File: src/rtl/spi_master_sequencer.sv
// spi_master_sequencer: transaction sequencer for the SPI-master engine of the slave tester.
//   Latches the transfer config on start, waits the start delay, asserts cs_n, issues one
//   sym_start per symbol to the bit shifter (with optional inter-symbol gaps and half-duplex
//   direction), holds cs_n after the last symbol, then deasserts it and pulses done.
// Ports:
//   clk, rst          system clock, asynchronous active-high reset
//   start, abort      1-cycle requests (start ignored while busy, abort ignored in IDLE/FINISH)
//   num_of_sym        full-duplex symbol count
//   hd_mode           1 = half duplex (hd_tx_cnt TX symbols, then hd_rx_cnt RX symbols)
//   start_delay_us    idle delay before cs_n asserts, in microseconds
//   sym_delay         clk cycles between sym_done and the next sym_start
//   clk_div           sclk divider; setup = clk_div>>1, hold = clk_div - setup
//   sym_start/sym_dir 1-cycle shift request and its direction (1 = TX) to the shifter
//   sym_done          1-cycle symbol-complete pulse from the shifter
//   cs_n, busy, done  chip select (active low), busy flag, completion pulse
//   aborted           sticky: last transfer ended by abort
//   sym_index         symbols completed in the current transfer
module spi_master_sequencer #(
    parameter int CLK_PER_US = 100,
    parameter int CNT_BITS   = 16
) (
    input  logic                clk,
    input  logic                rst,
    input  logic                start,
    input  logic                abort,
    input  logic [CNT_BITS-1:0] num_of_sym,
    input  logic                hd_mode,
    input  logic [CNT_BITS-1:0] hd_tx_cnt,
    input  logic [CNT_BITS-1:0] hd_rx_cnt,
    input  logic [7:0]          start_delay_us,
    input  logic [CNT_BITS-1:0] sym_delay,
    input  logic [CNT_BITS-1:0] clk_div,
    output logic                sym_start,
    output logic                sym_dir,
    input  logic                sym_done,
    output logic                cs_n,
    output logic                busy,
    output logic                done,
    output logic                aborted,
    output logic [CNT_BITS-1:0] sym_index
);
    typedef enum logic [2:0] {
        IDLE, START_DLY, CS_SETUP, SYM_ISSUE, SYM_WAIT, SYM_GAP, CS_HOLD, FINISH
    } state_t;

    state_t              state, nx;
    logic [31:0]         cnt, cnt_nx, dly_in, setup_c, hold_c;
    logic [CNT_BITS:0]   idx, idx_nx, total_in, total_q, total_c;
    logic [CNT_BITS-1:0] tx_q, tx_c, gap_q, gap_c, div_q, div_c;
    logic                hd_q, hd_c, pend, pend_nx, abort_set, latch, go_setup, go_hold;

    // In IDLE the config registers are not loaded yet, so the start cycle uses the live inputs.
    assign total_in = hd_mode ? {1'b0, hd_tx_cnt} + {1'b0, hd_rx_cnt} : {1'b0, num_of_sym};
    assign total_c  = (state == IDLE) ? total_in : total_q;
    assign hd_c     = (state == IDLE) ? hd_mode : hd_q;
    assign tx_c     = (state == IDLE) ? hd_tx_cnt : tx_q;
    assign gap_c    = (state == IDLE) ? sym_delay : gap_q;
    assign div_c    = (state == IDLE) ? clk_div : div_q;
    assign dly_in   = 32'(start_delay_us) * 32'(CLK_PER_US);
    assign setup_c  = 32'(div_c >> 1);
    assign hold_c   = 32'(div_c) - setup_c;
    assign sym_index = idx[CNT_BITS-1:0];

    // Wait states load cnt = n-1 and leave at 0, so each occupies exactly n cycles;
    // go_setup/go_hold skip the state entirely when its length is 0.
    always_comb begin
        nx        = state;
        cnt_nx    = cnt;
        idx_nx    = idx;
        latch     = 1'b0;
        go_setup  = 1'b0;
        go_hold   = 1'b0;
        abort_set = abort && !(state inside {IDLE, FINISH});
        pend_nx   = pend || abort_set;
        case (state)
            IDLE: if (start) begin
                latch    = 1'b1;
                idx_nx   = '0;
                pend_nx  = 1'b0;
                nx       = (total_c == '0) ? FINISH : START_DLY;
                cnt_nx   = dly_in - 32'(dly_in != 32'd0);
                go_setup = (total_c != '0) && (dly_in == 32'd0);
            end
            START_DLY: begin
                if (abort) nx = FINISH;
                else if (cnt != 32'd0) cnt_nx = cnt - 32'd1;
                else go_setup = 1'b1;
            end
            CS_SETUP: begin
                if (abort) go_hold = 1'b1;
                else if (cnt != 32'd0) cnt_nx = cnt - 32'd1;
                else nx = SYM_ISSUE;
            end
            SYM_ISSUE: nx = SYM_WAIT;
            // A pending or simultaneous abort lets the in-flight symbol finish and be counted.
            SYM_WAIT: if (sym_done) begin
                idx_nx = idx + {{CNT_BITS{1'b0}}, 1'b1};
                if (idx_nx == total_c || pend || abort) go_hold = 1'b1;
                else if (gap_c != '0) begin
                    nx     = SYM_GAP;
                    cnt_nx = 32'(gap_c) - 32'd1;
                end
                else nx = SYM_ISSUE;
            end
            SYM_GAP: begin
                if (abort) go_hold = 1'b1;
                else if (cnt != 32'd0) cnt_nx = cnt - 32'd1;
                else nx = SYM_ISSUE;
            end
            CS_HOLD: begin
                if (cnt != 32'd0) cnt_nx = cnt - 32'd1;
                else nx = FINISH;
            end
            default: nx = IDLE;
        endcase
        if (go_setup) begin
            nx     = (setup_c != 32'd0) ? CS_SETUP : SYM_ISSUE;
            cnt_nx = setup_c - 32'(setup_c != 32'd0);
        end
        if (go_hold) begin
            nx     = (hold_c != 32'd0) ? CS_HOLD : FINISH;
            cnt_nx = hold_c - 32'(hold_c != 32'd0);
        end
    end

    // Outputs are registered from the next state so they are glitch-free and aligned with it.
    always_ff @(posedge clk or posedge rst) begin
        if (rst) begin
            state     <= IDLE;
            cnt       <= '0;
            idx       <= '0;
            pend      <= 1'b0;
            cs_n      <= 1'b1;
            sym_start <= 1'b0;
            sym_dir   <= 1'b1;
            busy      <= 1'b0;
            done      <= 1'b0;
            aborted   <= 1'b0;
            total_q   <= '0;
            hd_q      <= 1'b0;
            tx_q      <= '0;
            gap_q     <= '0;
            div_q     <= '0;
        end else begin
            state     <= nx;
            cnt       <= cnt_nx;
            idx       <= idx_nx;
            pend      <= pend_nx;
            cs_n      <= !(nx inside {CS_SETUP, SYM_ISSUE, SYM_WAIT, SYM_GAP, CS_HOLD});
            sym_start <= (nx == SYM_ISSUE);
            busy      <= (nx != IDLE);
            done      <= (nx == FINISH);
            if (nx == SYM_ISSUE) sym_dir <= hd_c ? (idx_nx < {1'b0, tx_c}) : 1'b1;
            if (latch) aborted <= 1'b0;
            else if (abort_set) aborted <= 1'b1;
            if (latch) begin
                total_q <= total_in;
                hd_q    <= hd_mode;
                tx_q    <= hd_tx_cnt;
                gap_q   <= sym_delay;
                div_q   <= clk_div;
            end
        end
    end
endmodule

File: config.mk
export PLATFORM = sky130hd
export DESIGN_NAME = spi_master_sequencer
export DESIGN_NICKNAME = d
export VERILOG_FILES = /design/src/rtl/spi_master_sequencer.sv
export SDC_FILE = /design/constraint.sdc
export NUM_CORES = 1
export LEC_CHECK = 0
export BUFFER_PORTS_ARGS = -buffer_cell sky130_fd_sc_hd__buf_4
export CORE_ASPECT_RATIO = 1.4
export CORE_MARGIN = 5
export CORE_UTILIZATION = 57
export CTS_BUF_LIST = sky130_fd_sc_hd__clkbuf_8
export DETAILED_ROUTE_END_ITERATION = 10
export GPL_TIMING_DRIVEN = 0
export HOLD_SLACK_MARGIN = 0.05
export PLACE_DENSITY = 0.8
export SLEW_MARGIN = 20
export SYNTH_ARGS = -nofsm -noshare
export SYNTH_HDL_FRONTEND = slang
export SYNTH_SLANG_ARGS = --single-unit
File: constraint.sdc
create_clock -name clk -period 6.2 [get_ports clk]
set_clock_uncertainty 0.1 [all_clocks]
set_input_delay 0.93 -clock clk [delete_from_list [all_inputs] [get_ports clk]]
set_output_delay 0.93 -clock clk [all_outputs]
set_load 0.05 [all_outputs]
After elaboration in Yosys (flattened, before gate mapping):

Cells that the tools add are included.

* register bits: 125
* input port bits: 94
* logic and storage cells: 115

* add/subtract/negate cells: 8
* multiply operators: 1
* $lt $le $gt $ge: 1
* equal/unequal tests: 19
* muxes and demuxes: 47
* reductions and logical operators: 24

Operator list (count)
* $mux W32: 8
* $pmux W32 S4: 1
* $reduce_bool A32 Y1: 4
* $mux W17: 4
* $mux W16: 3
* $pmux W17 S2: 1
* $mux W3: 11
* $logic_not A32 Y1: 1
* $sub A15 B1 Y16: 2
* $sub A32 B1 Y32 const B: 1
* $eq A3 B3 Y1 const B: 8
* $pmux W3 S6: 1
* $sub A17 B2 Y18: 1
* $add A16 B16 Y17: 1
* $add A17 B1 Y17 const B: 1
* $eq A17 B17 Y1: 1
* $logic_not A17 Y1: 1
* $lt A17 B16 Y1: 1
* $reduce_bool A17 Y1: 1
* $sub A16 B1 Y17 const B: 1
* $sub A16 B15 Y17: 1
* $mux W1: 16
* $ne A4 B4 Y1 const B: 4
* $reduce_bool A16 Y1: 1
* other kinds (16): 25

Longest topological paths before layout:

* depth after elaboration: 14
* depth in mapped cells: 29
* gate-level depth less buffers: 25

Worst setup path after synthesis:

Ideal clock, no wire load.

* path type: reg-to-reg
* from: register state[1]
* to: register cnt[17]
* arrival: 6.502 ns
* required time: 5.975 ns
* setup slack: -0.527 ns
* stages on the path, launching flop included: 30
* period minus slack after synthesis: 6.727 ns
* path through: dfrtp_1 -> buf_6 -> nor3_4 -> clkbuf_1 -> buf_1 -> clkbuf_1 -> buf_1 -> buf_1 -> mux2i_1 -> ha_1 -> inv_1 -> fa_1 -> nand2b_1 -> a2111oi_0 -> nor3_1 -> xnor2_1 -> inv_1 -> or3_1 -> nor2_1 -> nand2_1 -> nor2_1 -> nand4bb_1 -> ha_1 -> nand2_1 -> or3_1 -> o21ai_0 -> a21oi_1 -> clkbuf_1 -> o21ai_0 -> mux2_2

* cells in the longest elaborated chain, start to end: 10

RTL lines
* start, declared: line 46 `state_t state, nx;`
* start signal, assigned: line 145 `state <= nx;`
* branches (longest 10 deep; another with $sub A17 B2 Y18)
* end signal, assigned: line 146 `cnt <= cnt_nx;`
* end, declared: line 47 `logic [31:0] cnt, cnt_nx, dly_in, setup_c, hold_c;`

Parallel ways; which one is timed is not known. The select of a mux whose other input is x is not followed.
A chain may end at the register's enable or synchronous reset.

Worst setup path in the final report:

* from: register state[0]
* to: register cnt[12]

The elaborated chain is that of the path after synthesis.

==> flow_metrics.py <==
metrics = {
    "route": {
        "drcViolationCount": 0,
        "postRouteAntennaNets": 0,
        "routed_wl_um": 38700,
        "drt_first_pass_iters": 6,
        "drt_iter0_markers": 797,
        "vias": 11900,
        "vias_per_cell": 6.09,
        "routedWlPerCell_um": 19.8,
    },
    "worst_setup_path": {
        "endpoint_kind": "flop",
        "startpoint": "state[0]",
        "r2r-end": "cnt[12]",
        "start_kind": "flop",
        "r2r_slack_ns": 0.30,
        "cp_data_required_time_ns": 6.46,
        "cp_max_fo": 10,
        "crit_path_end": "cnt[12]",
        "crit_type": "flop to flop",
        "cp_data_arrival_time_ns": 6.16,
        "worstReg2RegStart": "state[0]",
        "worstRegToRegCells": 24,
    },
    "clocking": {
        "clock_latency_ns": 0.47,
        "holdBufCountCts": 0,
        "path_clk_slew_ns": 0.08,
        "numClockSinks": 125,
        "root_buffer": "clkbuf_8",
        "h-tree-depth": 4,
        "cts.path.max_buffers": 2,
        "cts_tree": "yes",
        "numCtsBuffers": 17,
    },
    "finish": {
        "multiInputGateArea_um2": 8570,
        "regArea_um2": 3130,
        "final_cell_mix": "nand2_1 (250), buf_4 (142), dfrtp_1 (123)",
        "final_layout_size_suffix_gt1_frac": 0.167,
        "synthToLayoutAreaGrowth_pct": 16.0,
        "nFillCells": 1814,
        "nNetsFinal": 1884,
        "n_antenna_cell": 0,
        "final_common_cell": "nand2_1",
    },
    "place": {
        "hpwl_um": 30300,
        "port_buffers": 115,
        "preCtsSetupSlack_ns": -1.54,
        "place_congestion": 0.939,
    },
    "pwr": {
        "cellLeakagePower_nw": 6.41,
        "power.internal_w": 0.00363,
        "pwr-share-comb": 0.685,
        "power_w": 0.00722,
        "switchingPower_w": 0.00359,
        "clock_power_share": 0.118,
        "seqPwrFrac": 0.197,
        "p_per_area_nw_per_um2": 509,
        "peakVddDrop_uv": 225,
        "switching_share": 0.498,
    },
    "global_route": {
        "grt_overflow": 0,
        "grt_max_degree": 96,
        "grt_usage": 0.314,
        "antenna_found_initial": 0,
        "grt_pass1_vias": 11800,
        "grt_pass1_wl_um": 61200,
    },
    "synthesis": {
        "synth_top_area_frac": 0.252,
        "yosys.area.top_type": "dfrtp_1",
        "ys_warn_count": 0,
        "synth_area_leaders": "dfrtp_1 (25%), ha_1 (10%), nand2_1 (7.8%)",
        "synth_area_um2": 12200,
        "synth_edf_count": 0,
        "synthDistinctLibCells": 83,
        "yosysSeqAreaShare": 0.256,
        "synth_seq_cells": 125,
        "async_flop_share": 1.00,
        "synth_cells": 1540,
        "yosys_most_used_dff": "dfrtp_1",
        "syn-num-nets": 1740,
        "syn_area_per_cell_um2": 7.93,
    },
    "sta": {
        "finalCriticalPeriod_ns": 5.90,
        "fmax_mhz": 170,
        "finalWorstSetupSlack_ns": 0.305,
        "drv_slew": 0,
        "worst_pin_slew_ns": 1.11,
        "setup_violations": 0,
        "holdWs_ns": 0.309,
        "finalHoldViolations": 0,
        "maxSlewHeadroom": 0.262,
        "period_share": 0.951,
    },
    "die": {
        "ioPinCount": 116,
        "rows": 63,
        "die_x_um": 134,
        "start_util": 0.578,
        "core-area_um2": 21100,
        "die-area_um2": 24500,
        "die_h_um": 183,
    },
    "flow_run": {
        "cap_violations": 0,
    },
    "run_status": {
        "status": "finished clean",
    },
    "worst_hold_path": {
        "hold_path_class": "primary input to asynchronous set/reset pin",
    },
}
[metal layers]
| layer | track usage | share of wire | vias up |
|---|---|---|---|
| li1 | - | - | 5719 |
| met1 | 0.338 | 0.37 | 5625 |
| met2 | 0.570 | 0.51 | 435 |
| met3 | 0.0505 | 0.049 | 135 |
| met4 | 0.200 | 0.074 | 0 |
| met5 | 0 | 0 | - |
[critical path: stages (launching register included)]
cell       delay (ns)
dfrtp_1          0.38
buf_6            0.14
nor3_4           0.29
buf_12           0.17
buf_8            0.15
buf_8            0.19
mux2i_2          0.41
ha_1             0.41
nor3b_1          0.21
nor4_2           0.34
o211ai_1         0.23
a31oi_2          0.26
a21oi_1          0.12
o21bai_1         0.25
xnor2_1          0.20
or2_2            0.18
nand4bb_1        0.13
ha_2             0.24
ha_1             0.23
nand2_2          0.10
nor2_1           0.24
nand3_1          0.13
xnor2_1          0.30
a21oi_1          0.11
mux2_2           0.28
[final cells by class]
cell class	count	share of cell area
Sequential cell	125	0.221
Tap cell	260	0.0230
Multi-Input combinational cell	1263	0.605
Inverter	66	0.0180
Timing Repair Buffer	126	0.0682
Buffer	85	0.0337
Clock inverter	13	0.0140
Clock buffer	18	0.0175
[registers in the layout (all words and copies together) (netlist names)]
name,cells
aborted,1
busy,1
cnt,32
cs_n,1
div_q,16
done,1
gap_q,16
hd_q,1
idx,17
pend,1
state,3
sym_dir,1
sym_start,1
total_q,17
tx_q,16
[power groups by stage]
stage	logic, W	registers (W)	clock network (W)
global route	0.00537	0.00147	0.000888
finish	0.00494	0.00142	0.000852
floorplan	0.00340	0.00141	0
CTS	0.00477	0.00142	0.000856
detailed placement	0.00459	0.00143	0
global placement	0.00451	0.00141	0
[kinds of logic (layout without fill, tap and decap cells)]
group           count (synthesis)  count (layout)  share of synthesized area
simple gates                  595             595                      0.234
compound gates                345             345                      0.175
buf+inv                       152             308                     0.0552
xor+xnor                      135             135                     0.0974
flops                         125             125                      0.256
fa+ha+maj                     106             106                      0.112
mux                            82              82                     0.0701
[synthesized netlist by cell type (all sizes together) (23+ instances only)]
cell type	count
xor2	56
or3	23
nand3	35
nand2	253
a21oi	99
inv	66
nor3	39
dfrtp	123
mux2i	53
o21ai	109
mux2	29
clkbuf	52
xnor2	79
ha	101
nor2	111
buf	34
[repair_timing]
| action | CTS | global route |
|---|---|---|
| endpoints found under the setup margin | 38 | 30 |
| cloned | 0 | 0 |
| resized for setup | 32 | 19 |
| setup buffers | 4 | 6 |
| pin swaps | 3 | 2 |
[through the flow]
step	area, µm²	cells	util	setup TNS, ns
after CTS	14100	1951	0.665	0
after detailed placement	13400	1916	0.637	-34.75
after global placement	13400	1915	0.635	-32.77
final	14200	1956	0.671	0
after floorplan	12200	1540	-	0
after global routing	14200	1956	0.671	-0.0136
[how the worst min path moves through the flow]
stage,from,endpoint,slack (ns),depth (start not counted)
after floorplan,div_q[0],div_q[0],0.34,2
after global placement,div_q[12],div_q[12],0.36,2
after detailed placement,div_q[6],div_q[6],0.36,2
after CTS,rst,busy,0.31,2
after global routing,rst,aborted,0.31,2
final,rst,sym_start,0.31,2
No activity file was read; power rests on OpenSTA's default activity.
